**src/rtl/unified_mem_arbiter_pkg.sv**
```systemverilog
// Shared encodings for the IF/MEM unified memory arbiter.
// Owner and state enums plus byte-lane helpers.
package unified_mem_arbiter_pkg;

  typedef enum logic [1:0] {
    OWN_NONE = 2'd0,
    OWN_IF   = 2'd1,
    OWN_DM   = 2'd2
  } owner_e;

  typedef enum logic {
    ST_IDLE = 1'b0,
    ST_BUSY = 1'b1
  } state_e;

  localparam logic [3:0] BE_WORD  = 4'b1111;
  localparam logic [3:0] BE_LANE0 = 4'b0001;

  function automatic logic [3:0] byte_en(
    input logic       byte_acc,
    input logic [1:0] lane
  );
    return byte_acc ? (BE_LANE0 << lane) : BE_WORD;
  endfunction

  function automatic logic [7:0] lane_sel(
    input logic [31:0] word,
    input logic [1:0]  lane
  );
    return word[{lane, 3'b000} +: 8];
  endfunction

endpackage

```
**src/rtl/unified_mem_arbiter_if.sv**
```systemverilog
// Pipeline-side and memory-side signals of the unified memory arbiter.
// slave = arbiter view, master = pipeline/memory view.
interface unified_mem_arbiter_if #(
  parameter int AW = 32,
  parameter int DW = 32
);
  logic          if_req;
  logic [AW-1:0] if_addr;
  logic          if_flush;
  logic [DW-1:0] if_rdata;
  logic          if_valid;
  logic          if_stall;

  logic          dm_req;
  logic          dm_we;
  logic          dm_byte;
  logic [AW-1:0] dm_addr;
  logic [DW-1:0] dm_wdata;
  logic [DW-1:0] dm_rdata;
  logic          dm_valid;
  logic          dm_stall;

  logic          mem_req;
  logic          mem_we;
  logic [3:0]    mem_be;
  logic [AW-1:0] mem_addr;
  logic [DW-1:0] mem_wdata;
  logic [DW-1:0] mem_rdata;

  modport slave (
    input  if_req, if_addr, if_flush,
    output if_rdata, if_valid, if_stall,
    input  dm_req, dm_we, dm_byte, dm_addr, dm_wdata,
    output dm_rdata, dm_valid, dm_stall,
    output mem_req, mem_we, mem_be, mem_addr, mem_wdata,
    input  mem_rdata
  );

  modport master (
    output if_req, if_addr, if_flush,
    input  if_rdata, if_valid, if_stall,
    output dm_req, dm_we, dm_byte, dm_addr, dm_wdata,
    input  dm_rdata, dm_valid, dm_stall,
    input  mem_req, mem_we, mem_be, mem_addr, mem_wdata,
    output mem_rdata
  );
endinterface

```
**src/rtl/unified_mem_arbiter_fsm.sv**
```systemverilog
// Grant/latency sequencer: state, latency count, DM run count, drop flag.
// Completion and re-arbitration share one cycle so grants go back-to-back.
module mem_arb_fsm
  import unified_mem_arbiter_pkg::*;
#(
  parameter int MEM_LATENCY = 2,
  parameter int MAX_MEM_RUN = 4
) (
  input  logic clk,
  input  logic reset,
  input  logic if_req,
  input  logic if_flush,
  input  logic dm_req,
  output logic grant_if,
  output logic grant_dm,
  output logic if_done,
  output logic dm_done
);

  localparam int LW = $clog2(MEM_LATENCY + 1);
  localparam int RW = $clog2(MAX_MEM_RUN + 1);
  localparam logic [LW-1:0] LAT_LOAD = LW'(MEM_LATENCY);
  localparam logic [RW-1:0] RUN_MAX  = RW'(MAX_MEM_RUN);

  state_e        state_q, state_d;
  owner_e        owner_q, owner_d;
  logic [LW-1:0] lat_q, lat_d;
  logic [RW-1:0] run_q, run_d;
  logic          drop_q, drop_d;
  logic          arb, complete, if_ok;

  always_ff @(posedge clk or posedge reset) begin
    if (reset) begin
      state_q <= ST_IDLE;
      owner_q <= OWN_NONE;
      lat_q   <= '0;
      run_q   <= '0;
      drop_q  <= 1'b0;
    end else begin
      state_q <= state_d;
      owner_q <= owner_d;
      lat_q   <= lat_d;
      run_q   <= run_d;
      drop_q  <= drop_d;
    end
  end

  always_comb begin
    state_d  = state_q;
    owner_d  = owner_q;
    lat_d    = lat_q;
    run_d    = run_q;
    drop_d   = drop_q;
    grant_if = 1'b0;
    grant_dm = 1'b0;
    if_done  = 1'b0;
    dm_done  = 1'b0;
    arb      = 1'b0;
    complete = 1'b0;
    if_ok    = if_req & ~if_flush;

    unique case (state_q)
      ST_IDLE: arb = 1'b1;
      ST_BUSY: begin
        if (lat_q == '0) begin
          complete = 1'b1;
          arb      = 1'b1;
          drop_d   = 1'b0;
        end else begin
          lat_d = lat_q - LW'(1);
          if (owner_q == OWN_IF && if_flush)
            drop_d = 1'b1;
        end
      end
      default: state_d = ST_IDLE;
    endcase

    if (complete) begin
      if_done = (owner_q == OWN_IF) & ~drop_q & ~if_flush;
      dm_done = (owner_q == OWN_DM);
    end

    // IF only overrides a pending DM once the DM run hits its cap
    if (arb) begin
      grant_if = if_ok & ((run_q == RUN_MAX) | ~dm_req);
      grant_dm = dm_req & ~grant_if;
      unique case (1'b1)
        grant_if: begin
          state_d = ST_BUSY;
          owner_d = OWN_IF;
          lat_d   = LAT_LOAD;
          run_d   = '0;
          drop_d  = 1'b0;
        end
        grant_dm: begin
          state_d = ST_BUSY;
          owner_d = OWN_DM;
          lat_d   = LAT_LOAD;
          run_d   = (run_q == RUN_MAX) ? run_q : run_q + RW'(1);
          drop_d  = 1'b0;
        end
        default: begin
          state_d = ST_IDLE;
          owner_d = OWN_NONE;
          run_d   = '0;
          drop_d  = 1'b0;
        end
      endcase
    end
  end

endmodule

```
**src/rtl/unified_mem_arbiter.sv**
```systemverilog
// Unified memory arbiter: IF fetch vs MEM load/store on one memory port.
// Holds the registered command and steers byte lanes both ways.
module unified_mem_arbiter
  import unified_mem_arbiter_pkg::*;
#(
  parameter int MEM_LATENCY = 2,
  parameter int MAX_MEM_RUN = 4,
  parameter int AW          = 32,
  parameter int DW          = 32
) (
  input logic                 clk,
  input logic                 reset,
  unified_mem_arbiter_if.slave bus
);

  logic          grant_if, grant_dm, if_done, dm_done;
  logic          req_q, we_q, st_q, ld_byte_q;
  logic [3:0]    be_q;
  logic [1:0]    lane_q;
  logic [AW-1:0] addr_q;
  logic [DW-1:0] wdata_q;
  logic [DW-1:0] if_rdata, dm_rdata;
  logic          dm_stall, if_stall;

  mem_arb_fsm #(
    .MEM_LATENCY (MEM_LATENCY),
    .MAX_MEM_RUN (MAX_MEM_RUN)
  ) u_fsm (
    .clk      (clk),
    .reset    (reset),
    .if_req   (bus.if_req),
    .if_flush (bus.if_flush),
    .dm_req   (bus.dm_req),
    .grant_if (grant_if),
    .grant_dm (grant_dm),
    .if_done  (if_done),
    .dm_done  (dm_done)
  );

  always_ff @(posedge clk or posedge reset) begin
    if (reset) begin
      req_q     <= 1'b0;
      we_q      <= 1'b0;
      be_q      <= '0;
      addr_q    <= '0;
      wdata_q   <= '0;
      st_q      <= 1'b0;
      ld_byte_q <= 1'b0;
      lane_q    <= '0;
    end else begin
      req_q   <= grant_if | grant_dm;
      we_q    <= 1'b0;
      be_q    <= '0;
      addr_q  <= '0;
      wdata_q <= '0;
      if (grant_dm) begin
        we_q      <= bus.dm_we;
        be_q      <= byte_en(bus.dm_byte, bus.dm_addr[1:0]);
        addr_q    <= {bus.dm_addr[AW-1:2], 2'b00};
        wdata_q   <= bus.dm_byte ? {(DW/8){bus.dm_wdata[7:0]}}
                                 : bus.dm_wdata;
        st_q      <= bus.dm_we;
        ld_byte_q <= bus.dm_byte;
        lane_q    <= bus.dm_addr[1:0];
      end else if (grant_if) begin
        be_q   <= BE_WORD;
        addr_q <= {bus.if_addr[AW-1:2], 2'b00};
      end
    end
  end

  always_comb begin
    if_rdata = '0;
    dm_rdata = '0;
    if (if_done)
      if_rdata = bus.mem_rdata;
    if (dm_done && !st_q)
      dm_rdata = ld_byte_q ? DW'(lane_sel(bus.mem_rdata[31:0], lane_q))
                           : bus.mem_rdata;
  end

  // reset gating keeps every output low while reset is held
  assign dm_stall = ~reset & bus.dm_req & ~dm_done;
  assign if_stall = ~reset & ((bus.if_req & ~if_done) | dm_stall);

  assign bus.mem_req   = req_q;
  assign bus.mem_we    = we_q;
  assign bus.mem_be    = be_q;
  assign bus.mem_addr  = addr_q;
  assign bus.mem_wdata = wdata_q;
  assign bus.if_rdata  = if_rdata;
  assign bus.if_valid  = if_done;
  assign bus.if_stall  = if_stall;
  assign bus.dm_rdata  = dm_rdata;
  assign bus.dm_valid  = dm_done;
  assign bus.dm_stall  = dm_stall;

endmodule

```
**src/flat_wrapper.sv**
```systemverilog
// flat-port wrapper written by rule: the top's interface ports become plain ports
module unified_mem_arbiter_flat import unified_mem_arbiter_pkg::*;
#(
  parameter int MEM_LATENCY = 2,
  parameter int MAX_MEM_RUN = 4,
  parameter int AW          = 32,
  parameter int DW          = 32
)
  (clk, reset, bus_if_req, bus_if_addr, bus_if_flush, bus_if_rdata, bus_if_valid, bus_if_stall, bus_dm_req, bus_dm_we, bus_dm_byte, bus_dm_addr, bus_dm_wdata, bus_dm_rdata, bus_dm_valid, bus_dm_stall, bus_mem_req, bus_mem_we, bus_mem_be, bus_mem_addr, bus_mem_wdata, bus_mem_rdata);
  unified_mem_arbiter_if #(.AW(AW), .DW(DW)) bus_i ();
  input logic clk;
  input logic reset;
  input wire logic [$bits(bus_i.if_req)-1:0] bus_if_req;
  input wire logic [$bits(bus_i.if_addr)-1:0] bus_if_addr;
  input wire logic [$bits(bus_i.if_flush)-1:0] bus_if_flush;
  output wire logic [$bits(bus_i.if_rdata)-1:0] bus_if_rdata;
  output wire logic [$bits(bus_i.if_valid)-1:0] bus_if_valid;
  output wire logic [$bits(bus_i.if_stall)-1:0] bus_if_stall;
  input wire logic [$bits(bus_i.dm_req)-1:0] bus_dm_req;
  input wire logic [$bits(bus_i.dm_we)-1:0] bus_dm_we;
  input wire logic [$bits(bus_i.dm_byte)-1:0] bus_dm_byte;
  input wire logic [$bits(bus_i.dm_addr)-1:0] bus_dm_addr;
  input wire logic [$bits(bus_i.dm_wdata)-1:0] bus_dm_wdata;
  output wire logic [$bits(bus_i.dm_rdata)-1:0] bus_dm_rdata;
  output wire logic [$bits(bus_i.dm_valid)-1:0] bus_dm_valid;
  output wire logic [$bits(bus_i.dm_stall)-1:0] bus_dm_stall;
  output wire logic [$bits(bus_i.mem_req)-1:0] bus_mem_req;
  output wire logic [$bits(bus_i.mem_we)-1:0] bus_mem_we;
  output wire logic [$bits(bus_i.mem_be)-1:0] bus_mem_be;
  output wire logic [$bits(bus_i.mem_addr)-1:0] bus_mem_addr;
  output wire logic [$bits(bus_i.mem_wdata)-1:0] bus_mem_wdata;
  input wire logic [$bits(bus_i.mem_rdata)-1:0] bus_mem_rdata;
  assign bus_i.if_req = bus_if_req;
  assign bus_i.if_addr = bus_if_addr;
  assign bus_i.if_flush = bus_if_flush;
  assign bus_if_rdata = bus_i.if_rdata;
  assign bus_if_valid = bus_i.if_valid;
  assign bus_if_stall = bus_i.if_stall;
  assign bus_i.dm_req = bus_dm_req;
  assign bus_i.dm_we = bus_dm_we;
  assign bus_i.dm_byte = bus_dm_byte;
  assign bus_i.dm_addr = bus_dm_addr;
  assign bus_i.dm_wdata = bus_dm_wdata;
  assign bus_dm_rdata = bus_i.dm_rdata;
  assign bus_dm_valid = bus_i.dm_valid;
  assign bus_dm_stall = bus_i.dm_stall;
  assign bus_mem_req = bus_i.mem_req;
  assign bus_mem_we = bus_i.mem_we;
  assign bus_mem_be = bus_i.mem_be;
  assign bus_mem_addr = bus_i.mem_addr;
  assign bus_mem_wdata = bus_i.mem_wdata;
  assign bus_i.mem_rdata = bus_mem_rdata;
  unified_mem_arbiter #(.MEM_LATENCY(MEM_LATENCY), .MAX_MEM_RUN(MAX_MEM_RUN), .AW(AW), .DW(DW)) u_core (.clk(clk), .reset(reset), .bus(bus_i));
endmodule
```
**config.mk**
```make
export PLATFORM = sky130hd
export DESIGN_NAME = unified_mem_arbiter_flat
export DESIGN_NICKNAME = d
export VERILOG_FILES = /design/src/rtl/unified_mem_arbiter_pkg.sv /design/src/rtl/unified_mem_arbiter_if.sv /design/src/rtl/unified_mem_arbiter_fsm.sv /design/src/rtl/unified_mem_arbiter.sv /design/src/flat_wrapper.sv
export SDC_FILE = /design/constraint.sdc
export NUM_CORES = 1
export LEC_CHECK = 0
export BUFFER_PORTS_ARGS = -buffer_cell sky130_fd_sc_hd__buf_4
export CELL_PAD_IN_SITES_DETAIL_PLACEMENT = 0
export CELL_PAD_IN_SITES_GLOBAL_PLACEMENT = 1
export CORE_UTILIZATION = 32
export DETAILED_ROUTE_END_ITERATION = 8
export HOLD_SLACK_MARGIN = 0.02
export PLACE_DENSITY_LB_ADDON = 0.1
export SYNTH_ARGS = -nofsm -noshare
export SYNTH_HDL_FRONTEND = slang
export SYNTH_SLANG_ARGS = --single-unit
export TNS_END_PERCENT = 100
```
**constraint.sdc**
```tcl
create_clock -name clk -period 3.54 [get_ports clk]
set_input_delay 0.177 -clock clk [delete_from_list [all_inputs] [get_ports clk]]
set_output_delay 0.177 -clock clk [all_outputs]
set_load 0.01 [all_outputs]
```
==> results of run 1 <==
==> final cells by class <==
class	count	share of cell area, %
Clock inverter	7	1.203
Tap cell	172	3.232
Clock buffer	9	3.382
Multi-Input combinational cell	329	29.78
Sequential cell	81	30.44
Inverter	16	0.9207
Timing Repair Buffer	275	31.04
==> sequential cells by signal (all words and copies together), names as in the netlist, 2 cells and up <==
name and count:
u_core.bus.mem_addr 30, u_core.u_fsm.lat_q 2, u_core.u_fsm.run_q 3, u_core.bus.mem_be 4, u_core.bus.mem_wdata 32, u_core.lane_q 2, u_core.u_fsm.owner_q 2
==> layer usage <==
layer / wire length (microns) / vias to the layer above
met5: 0 / -
met4: 167 / 0
met3: 978 / 13
met2: 7146 / 166
met1: 5632 / 2037
li1: - / 2089
==> cells in the mapped netlist, types with 5 or more instances <==
library cell	n	area (sq um)
a21o_1	7	52.55
a21oi_1	66	330.3
a21oi_2	7	61.31
and2_1	58	362.9
buf_2	5	25.02
clkbuf_1	30	112.6
dfrtp_1	81	2027
inv_1	15	56.30
mux2_2	12	135.1
nand2_1	38	142.6
nand2b_1	10	62.56
nand3_1	41	205.2
nor2_1	15	56.30
nor2b_1	11	68.82
o211ai_1	33	247.7
o21ai_0	6	30.03
==> where the power goes <==
part / internal (mW) / total [mW] / switching (mW)
registers: 1.15 / 1.35 / 0.192
logic: 0.670 / 1.42 / 0.753
clock network: 0.552 / 0.945 / 0.393
==> kinds of logic after synthesis <==
| kind of cell | share of synthesized area, % |
|---|---|
| AO/OA/AOI/OAI | 18.93 |
| XOR/XNOR | 0.2048 |
| adder cells (fa/ha/maj) | 0.5850 |
| buffers and inverters | 6.377 |
| flip-flops | 47.40 |
| multiplexers | 3.394 |
| other | 0.08769 |
| AND/OR/NAND/NOR | 23.03 |
==> worst paths after layout <==
check | to | depth (start not counted)
hold / removal | u_core.bus.mem_we$_DFF_PP0_ | 3
min in group asynchronous | u_core.bus.mem_addr[29]$_DFF_PP0_ | 3
hold reg to reg | u_core.u_fsm.owner_q[0]$_DFFE_PP0N_ | 2
max in group asynchronous | u_core.bus.mem_wdata[28]$_DFF_PP0_ | 4
setup reg to reg | u_core.bus.mem_wdata[15]$_DFF_PP0_ | 4
setup / recovery | bus_dm_rdata[23] | 4
==> worst max-delay path, stage by stage, from the launching register on <==
cell     delay, ps
dfrtp_1        430
or3b_1         540
nor4_4         800
and2_1         230
buf_4          130
==> metrics by stage <==
stage	std cells	utilization (%)	area, sq um	hold slack [ps]
floorplan	471	-	4280	283.2
global placement	872	49.46	6344	359.7
detailed placement	872	49.46	6344	363.6
CTS	889	51.92	6659	44.09
global route	889	51.92	6659	51.22
finish	889	51.92	6659	54.84
==> repair_timing <==
action | 4_1_cts | 5_1_grt
endpoints found under the hold margin | 44 | 0
endpoints found under the setup margin | 0 | 0
buffers inserted | 0 | 0
hold buffers | 1 | 0
==> impl_metrics.csv, run 1 <==
group,metric,value,unit
sta,setup_violations,0,
cells_and_area,drive_gt1_share,43.79,%
global_route,grt_use_total,20.63,%
cells_and_area,fillers,1244,
cells_and_area,final_cell_mix,"buf_4 (274), dfrtp_1 (81), a21oi_1 (66), and2_1 (58), nand3_1 (41)",
sta,rsz0062_at_grt,"no",
die,die-area,0.01383,sq mm
sta,final-hold-violation-count,0,
sta,slew_violations,0,
drt,wl_per_cell,15.66,microns
sta,worst_slew_pin_slew,1118,ps
sta,period_share,75.14,%
critical_path,startpoint,"u_core.u_fsm.lat_q[1]$_DFF_PP0_",
sta,fin_ws,880.1,ps
drt,finalWirelength,13920,microns
cells_and_area,multiInputGateArea,0.001983,sq mm
clocking,root_buffer,"clkbuf_16",
cells_and_area,final_common_cell,"buf_4",
synthesis,synthesis.area,0.004277,sq mm
cells_and_area,regArea,0.002027,sq mm
power_and_ir_drop,power-per-cell-area,557.7,mW/mm^2
global_route,use_met1,23.94,%
global_route,antenna_found_initial,0,
sta,slew_headroom,25.29,%
sta,tns,0,ps
global_route,first_global_vias,4261,
die,die_w,117.6,microns
drt,vias_per_cell,4.843,
global_route,grt_pass1_wl,22650,microns
die,start_util,33.35,%
job,maxCapViolCount,0,
critical_path,reg2reg_from,"u_core.u_fsm.lat_q[1]$_DFF_PP0_",
clocking,htreeDepth,3,
synthesis,synth_seq_area_share,47.40,%
hold_path,hold_path.startpoint,"bus_dm_we",
critical_path,end_kind,"output port",
sta,finClkSkew,4.650,ps
cells_and_area,syn_to_final_growth,55.71,%
critical_path,start_kind,"flip-flop",
die,core,0.01282,sq mm
power_and_ir_drop,peakVddDrop,0.2577,mV
critical_path,cp.arrival,2480,ps
global_route,grt_max_degree,46,
placed_design,dp_worst_setup_slack,1219,ps
clocking,cts_resized,0,
synthesis,synth_cell_type_count,39,
die,fp-row-count,41,
sta,min_period,2660,ps
cells_and_area,nNetsFinal,849,
clocking,clk_latency,340,ps
placed_design,port_buffers,268,
critical_path,rrSetupSlack,1310,ps
critical_path,criticalPathCategory,"reg -> out",
cells_and_area,n_antenna_cell,0,
global_route,met2_usage,36.65,%
die,die_h,117.6,microns
outcome,status,"completed",
synthesis,async_flop_share,100.0,%
hold_path,holdCritPathClass,"in -> reg",
drt,drt_iter0_drc,187,
global_route,grt.busiest_layer,"met2",
critical_path,worstPathRequired,3360,ps
clocking,clk_pin_slew_worst_paths,60,ps
drt,drt.antenna.violating_nets,0,
synthesis,yosysWarnings,0,
clocking,cts_buffers,9,
global_route,grt_overflow,0,
die,ios,273,
global_route,use_met3,6.008,%
critical_path,crit_fanout,24,
power_and_ir_drop,leakagePower,3.338,nW
synthesis,synth-edff-count,0,
drt,num_vias,4305,
clocking,clock_path_buffers,2,
clocking,clock-sinks,81,
drt,drt_first_pass_iters,4,
clocking,cts_tree,"built",
placed_design,gp_congestion,0.8264,
power_and_ir_drop,total_power,3.714,mW
placed_design,dp_hpwl,10150,microns
synthesis,postSynthAreaPerCell,9.099,sq um
drt,drcViolationCount,0,
synthesis,ys_ff_latch,81,
sta,max_freq,376.0,MHz
synthesis,synth_cells,470,
synthesis,synthFlopType,"dfrtp_1",
Note: power is estimated with default switching activity, not from simulation.
==> inputs of run 2 (changes only) <==
--- a/config.mk
+++ b/config.mk
@@ -5,10 +5,11 @@
 export SDC_FILE = /design/constraint.sdc
 export NUM_CORES = 1
 export LEC_CHECK = 0
+export ABC_AREA = 1
 export BUFFER_PORTS_ARGS = -buffer_cell sky130_fd_sc_hd__buf_4
 export CELL_PAD_IN_SITES_DETAIL_PLACEMENT = 0
 export CELL_PAD_IN_SITES_GLOBAL_PLACEMENT = 1
-export CORE_UTILIZATION = 32
+export CORE_UTILIZATION = 28
 export DETAILED_ROUTE_END_ITERATION = 8
 export HOLD_SLACK_MARGIN = 0.02
 export PLACE_DENSITY_LB_ADDON = 0.1
==> constraint.sdc (replaced) <==
create_clock -name clk -period 2.45 [get_ports clk]
set_input_delay 0.1225 -clock clk [delete_from_list [all_inputs] [get_ports clk]]
set_output_delay 0.1225 -clock clk [all_outputs]
set_load 0.01 [all_outputs]
==> run 2 against run 1 <==
Effect of this change: power grew 41%; sequential cell count unchanged; hold slack got worse by 23 ps; routed wire length is 0.62% lower; sequential power is 36% higher; highest routed layer unchanged.
==> impl_metrics.csv, run 2 <==
group,metric,value,unit
drt,vias_per_cell,4.273,
sta,period_share,90.88,%
power_and_ir_drop,seqPwrFrac,34.8,%
cells_and_area,final_cell_mix,"buf_4 (272), nand2_1 (174), nor2_1 (100), dfrtp_1 (81), inv_1 (73)",
clocking,clk_pin_slew_worst_paths,60,ps
drt,wl_per_cell,13.10,microns
critical_path,criticalPathCategory,"reg -> reg",
power_and_ir_drop,power-per-cell-area,737.1,mW/mm^2
global_route,first_global_vias,4379,
drt,drt_first_pass_iters,4,
cells_and_area,n_antenna_cell,0,
sta,rsz0062_at_grt,"no",
clocking,htreeDepth,3,
synthesis,synth.area.top_cells,"dfrtp_1 (51%), nand2_1 (16%), nor2_1 (9.5%)",
critical_path,crit_fanout,30,
outcome,status,"completed",
placed_design,port_buffers,268,
die,die_h,121.4,microns
drt,drt.antenna.violating_nets,0,
global_route,grt_use_total,18.53,%
sta,slew_headroom,39.35,%
die,core,0.01388,sq mm
cells_and_area,drive_gt1_share,35.16,%
placed_design,dp_hpwl,10270,microns
synthesis,async_flop_share,100.0,%
global_route,grt_overflow,0,
synthesis,postSynthAreaPerCell,7.335,sq um
sta,whs,31.86,ps
clocking,clock_path_buffers,2,
cells_and_area,fillers,1323,
cells_and_area,syn_to_final_growth,78.68,%
drt,drcViolationCount,0,
critical_path,worstPathRequired,2720,ps
sta,tns,0,ps
global_route,grt_pass1_wl,20960,microns
critical_path,r2r_cells,11,
critical_path,start_kind,"flip-flop",
sta,worst_slew_pin_slew,908.7,ps
cells_and_area,nNetsFinal,1008,
critical_path,cp.arrival,2490,ps
die,die_w,121.4,microns
synthesis,yosysWarnings,0,
job,maxCapViolCount,0,
synthesis,synth_cells,544,
power_and_ir_drop,p_comb_share,41.1,%
power_and_ir_drop,p_int,3.401,mW
sta,slew_violations,0,
clocking,cts_buffers,9,
power_and_ir_drop,pwr-share-clk,24.0,%
drt,num_vias,4512,
synthesis,synth_cell_type_count,21,
power_and_ir_drop,peakVddDrop,0.3328,mV
clocking,clk_latency,330,ps
critical_path,end_kind,"flip-flop",
hold_path,holdCritPathClass,"in -> reg",
power_and_ir_drop,switching_share,35.28,%
die,start_util,28.75,%
die,fp-row-count,43,
drt,drt_iter0_drc,183,
clocking,root_buffer,"clkbuf_16",
placed_design,gp_congestion,0.7511,
cells_and_area,final_common_cell,"buf_4",
global_route,antenna_found_initial,0,
sta,final-hold-violation-count,0,
synthesis,synth-edff-count,0,
sta,finClkSkew,5.532,ps
clocking,post_cts_buffers,0,
global_route,grt_max_degree,81,
synthesis,synth_seq_area_share,50.80,%
hold_path,min_path_cells,3,
die,die-area,0.01473,sq mm
clocking,cts_tree,"built",
synthesis,synth_common_cells,"nand2_1 (174), nor2_1 (101), dfrtp_1 (81)",
power_and_ir_drop,leakagePower,4.213,nW
synthesis,synthFlopType,"dfrtp_1",
synthesis,ys_ff_latch,81,
synthesis,synth_top_area_share,50.80,%
power_and_ir_drop,switching_power,1.854,mW
sta,setup_violations,0,
synthesis,yosysTopAreaCell,"dfrtp_1",
die,ios,273,
synthesis,synthesis.area,0.003990,sq mm
clocking,clock-sinks,81,
synthesis,synth.most_common_cell,"nand2_1",
sta,min_period,2227,ps
cells_and_area,largest_reg_flops,32,
drt,finalWirelength,13840,microns
sta,max_freq,449.1,MHz
==> run 2: cells by family after synthesis <==
group	after synthesis	synth area share, %
other	1	0.09398
flip-flops	81	50.80
adder cells (fa/ha/maj)	2	0.6271
AO/OA/AOI/OAI	44	5.676
buffers and inverters	102	10.79
AND/OR/NAND/NOR	314	32.02
==> run 2: power groups by stage <==
stage / Combinational (mW) / Clock [mW] / Sequential, mW
6_report: 2.16 / 1.26 / 1.83
5_1_grt: 2.41 / 1.35 / 1.87
4_1_cts: 2.18 / 1.30 / 1.84
3_5_place_dp: 1.99 / 0 / 1.85
3_3_place_gp: 1.97 / 0 / 1.84
2_1_floorplan: 1.01 / 0 / 1.90
==> run 2: stage by stage <==
| step | std cells | area (sq um) | setup slack, ps | utilization, % | power (mW) |
|---|---|---|---|---|---|
| finish | 1056 | 7129 | 223.4 | 51.36 | 5.255 |
| global route | 1056 | 7129 | 45.65 | 51.36 | 5.632 |
| CTS | 1056 | 7118 | 96.13 | 51.28 | 5.315 |
| detailed placement | 971 | 6145 | 627.6 | 44.27 | 3.837 |
| global placement | 971 | 6145 | 711.4 | 44.27 | 3.807 |
| floorplan | 545 | 3994 | 57.52 | - | 2.902 |
==> run 2: final timing paths <==
path	startpoint	end	slack [ps]
setup / recovery	u_core.u_fsm.run_q[0]$_DFFE_PP0P_	u_core.bus.mem_addr[2]$_DFF_PP0_	220
hold / removal	bus_dm_we	u_core.bus.mem_we$_DFF_PP0_	30
hold reg to reg	u_core.u_fsm.drop_q$_DFFE_PP0P_	u_core.u_fsm.drop_q$_DFFE_PP0P_	530
min in group asynchronous	reset	u_core.bus.mem_req$_DFF_PP0_	260
setup reg to reg	u_core.u_fsm.run_q[0]$_DFFE_PP0P_	u_core.bus.mem_addr[2]$_DFF_PP0_	220
max in group asynchronous	reset	u_core.bus.mem_addr[13]$_DFF_PP0_	1570
==> run 2: cell type report <==
type                            count  area (sq um)  share of cell area (%)
Timing Repair Buffer              343          2764                   38.77
Sequential cell                    81          2027                   28.43
Multi-Input combinational cell    362          1551                   21.76
Inverter                           74         279.0                   3.914
Clock buffer                       12         256.5                   3.598
Tap cell                          180         225.2                   3.159
Clock inverter                      4         26.28                  0.3686
==> run 2: metal layers <==
metal	track usage, %	up-vias	wire length (microns)
met3	5.686	16	1364
met4	7.562	0	257
met5	0	-	0
li1	-	2270	-
met2	33.81	191	6956
met1	19.61	2035	5260
==> run 2: worst max-delay path: stages (launching register included) <==
cell	delay, ps
dfrtp_1	350
inv_1	70
ha_1	200
nand2_1	100
nand2_1	80
nand2_1	140
nand3_4	170
inv_1	110
buf_6	230
nand2_1	80
nand2_1	70
dlygate4sd3_1	550
==> run 2: repair_timing <==
action                     CTS  global route
setup endpoints to repair    0            30
resized for setup            0             2
hold buffers                69             0
hold endpoints to repair   119             0
==> inputs of run 3 (changes only) <==
--- a/config.mk
+++ b/config.mk
@@ -12,7 +12,7 @@
 export CORE_UTILIZATION = 28
 export DETAILED_ROUTE_END_ITERATION = 8
 export HOLD_SLACK_MARGIN = 0.02
-export PLACE_DENSITY_LB_ADDON = 0.1
+export PLACE_DENSITY = 0.94
 export SYNTH_ARGS = -nofsm -noshare
 export SYNTH_HDL_FRONTEND = slang
 export SYNTH_SLANG_ARGS = --single-unit
==> run 3 against run 2 <==
Effect of this change: first-iteration DRC count down 7.1%; routed wire length up 4.5%; clock power increased by 3%; sequential cell count stayed put; critical endpoint is now u_core.bus.mem_addr[17]$_DFF_PP0_; hold slack gained 2.4 ps; combinational power increased by 3%; power up 2.0%; sequential power about the same; register-to-register slack better by 30 ps; worst setup slack better by 34 ps; critical path type unchanged.
==> impl_metrics.csv, run 3 (synthesis gave the netlist of run 2 again) <==
group,metric,value,unit
global_route,grt_pass1_wl,21830,microns
sta,worst_slew_pin_slew,642.3,ps
critical_path,crit_path_frequent_cell,"nand2_1",
power_and_ir_drop,pwr-share-clk,24.2,%
die,die_h,121.4,microns
drt,wl_per_cell,13.73,microns
global_route,grt_overflow,0,
drt,vias_per_cell,4.324,
critical_path,path_delay_family,"buffers and inverters",
die,die-area,0.01473,sq mm
power_and_ir_drop,switching_power,1.876,mW
placed_design,gp_congestion,0.8100,
critical_path,start_kind,"flip-flop",
sta,finClkSkew,5.760,ps
placed_design,dp_hpwl,10310,microns
drt,drcViolationCount,0,
drt,drt.antenna.violating_nets,0,
die,die_w,121.4,microns
sta,slew_headroom,57.13,%
cells_and_area,final_cell_mix,"buf_4 (273), nand2_1 (174), nor2_1 (100), dfrtp_1 (81), inv_1 (73)",
critical_path,criticalPathCategory,"reg -> reg",
cells_and_area,nNetsFinal,1007,
power_and_ir_drop,p_comb_share,41.5,%
critical_path,end_kind,"flip-flop",
cells_and_area,syn_to_final_growth,78.77,%
sta,rsz0062_at_grt,"no",
sta,max_freq,456.2,MHz
drt,num_vias,4553,
drt,drt_first_pass_iters,4,
clocking,clk_latency,330,ps
global_route,first_global_vias,4547,
cells_and_area,final_common_cell,"buf_4",
global_route,antenna_found_initial,0,
power_and_ir_drop,leakagePower,4.215,nW
cells_and_area,n_antenna_cell,0,
sta,setup_violations,0,
power_and_ir_drop,switching_share,34.99,%
drt,finalWirelength,14460,microns
job,maxCapViolCount,0,
sta,period_share,89.48,%
sta,whs,34.27,ps
global_route,grt_max_degree,77,
power_and_ir_drop,peakVddDrop,0.5016,mV
clocking,clk_pin_slew_worst_paths,60,ps
placed_design,port_buffers,268,
critical_path,worstPathCellList,"inv_1 > ha_1 > nand2_1 > nand2_1 > nand2_1 > nor2_2 > buf_4 > nand2_1 > nand2_1 > dlygate4sd3_1",
clocking,clock-sinks,81,
clocking,cts_tree,"built",
power_and_ir_drop,p_int,3.485,mW
die,start_util,28.75,%
cells_and_area,largest_reg_flops,32,
power_and_ir_drop,power-per-cell-area,751.5,mW/mm^2
sta,min_period,2192,ps
critical_path,cpPeakStageDelay,560,ps
critical_path,rrSetupSlack,260,ps
critical_path,crit_path_top_delay_cell,"dlygate4sd3_1",
die,core,0.01388,sq mm
cells_and_area,drive_gt1_share,35.28,%
critical_path,cp_num_buf_inv,3,
global_route,grt_use_total,19.51,%
sta,slew_violations,0,
outcome,status,"completed",
clocking,htreeDepth,3,
clocking,cts_buffers,9,
clocking,root_buffer,"clkbuf_16",
sta,tns,0,ps
die,fp-row-count,43,
critical_path,worstPathRequired,2720,ps
critical_path,cp.arrival,2460,ps
power_and_ir_drop,seqPwrFrac,34.3,%
clocking,clock_path_buffers,2,
hold_path,holdCritPathClass,"in -> reg",
cells_and_area,fillers,1332,
die,ios,273,
critical_path,crit_fanout,31,
drt,drt_iter0_drc,170,
sta,final-hold-violation-count,0,
==> run 3: changes by cell type in the layout (fill, tap and decap cells not counted), sizes merged <==
cell and change:
buf +2, bufinv +1, clkbuf -1, clkinv -1, dlygate4sd3 -3, inv -1
==> run 3: repair_timing <==
action                     4_1_cts  5_1_grt
hold buffers                    66        0
setup buffers                    0        1
hold endpoints to repair        54        0
resized for setup                0        3
setup endpoints to repair        0       30
==> run 3: path summary, 6_finish.rpt <==
check / start / endpoint / cells past startpoint
max: u_core.u_fsm.run_q[0]$_DFFE_PP0P_ / u_core.bus.mem_addr[17]$_DFF_PP0_ / 10
min: bus_dm_wdata[5] / u_core.bus.mem_wdata[5]$_DFF_PP0_ / 3
max reg2reg: u_core.u_fsm.run_q[0]$_DFFE_PP0P_ / u_core.bus.mem_addr[17]$_DFF_PP0_ / 10
min reg2reg: u_core.u_fsm.drop_q$_DFFE_PP0P_ / u_core.u_fsm.drop_q$_DFFE_PP0P_ / 2
max in group asynchronous: reset / u_core.u_fsm.run_q[1]$_DFFE_PP0P_ / 4
min in group asynchronous: reset / u_core.bus.mem_wdata[6]$_DFF_PP0_ / 3
==> run 3: cell type report <==
| class | instances | area [sq um] | share of cell area [%] |
|---|---|---|---|
| Timing Repair Buffer | 342 | 2765 | 38.77 |
| Sequential cell | 81 | 2027 | 28.42 |
| Multi-Input combinational cell | 362 | 1551 | 21.75 |
| Inverter | 74 | 279.0 | 3.912 |
| Clock buffer | 11 | 242.7 | 3.403 |
| Tap cell | 180 | 225.2 | 3.157 |
| Clock inverter | 3 | 42.54 | 0.5964 |
==> run 3: worst min-delay path, delay by kind of cell <==
family | cells | cell delay, ps
buffers and inverters | 2 | 160
and+or+nand+nor | 1 | 40
==> run 3: layer usage <==
layer | vias up | global-route usage, % | wire, microns
li1 | 2266 | - | -
met1 | 2068 | 18.95 | 5160
met2 | 198 | 37.86 | 7728
met3 | 21 | 6.579 | 1308
met4 | 0 | 6.404 | 263
met5 | - | 0 | 0
==> run 3: through the flow <==
step | power [mW] | std cells | utilization, % | setup slack [ps] | instance area [sq um]
2_1_floorplan | 2.902 | 545 | - | 57.52 | 3994
3_3_place_gp | 3.844 | 972 | 44.41 | 636.0 | 6165
3_5_place_dp | 3.866 | 972 | 44.41 | 603.9 | 6165
4_1_cts | 5.374 | 1052 | 51.23 | 59.12 | 7111
5_1_grt | 5.735 | 1053 | 51.39 | 56.58 | 7133
6_report | 5.361 | 1053 | 51.39 | 257.8 | 7133
==> run 3: power groups by stage <==
| stage | clock [mW] | sequential (mW) | combinational, mW |
|---|---|---|---|
| after floorplan | 0 | 1.90 | 1.01 |
| after global placement | 0 | 1.85 | 1.99 |
| after detailed placement | 0 | 1.86 | 2.01 |
| after CTS | 1.33 | 1.84 | 2.21 |
| after global routing | 1.39 | 1.88 | 2.47 |
| final | 1.30 | 1.84 | 2.22 |
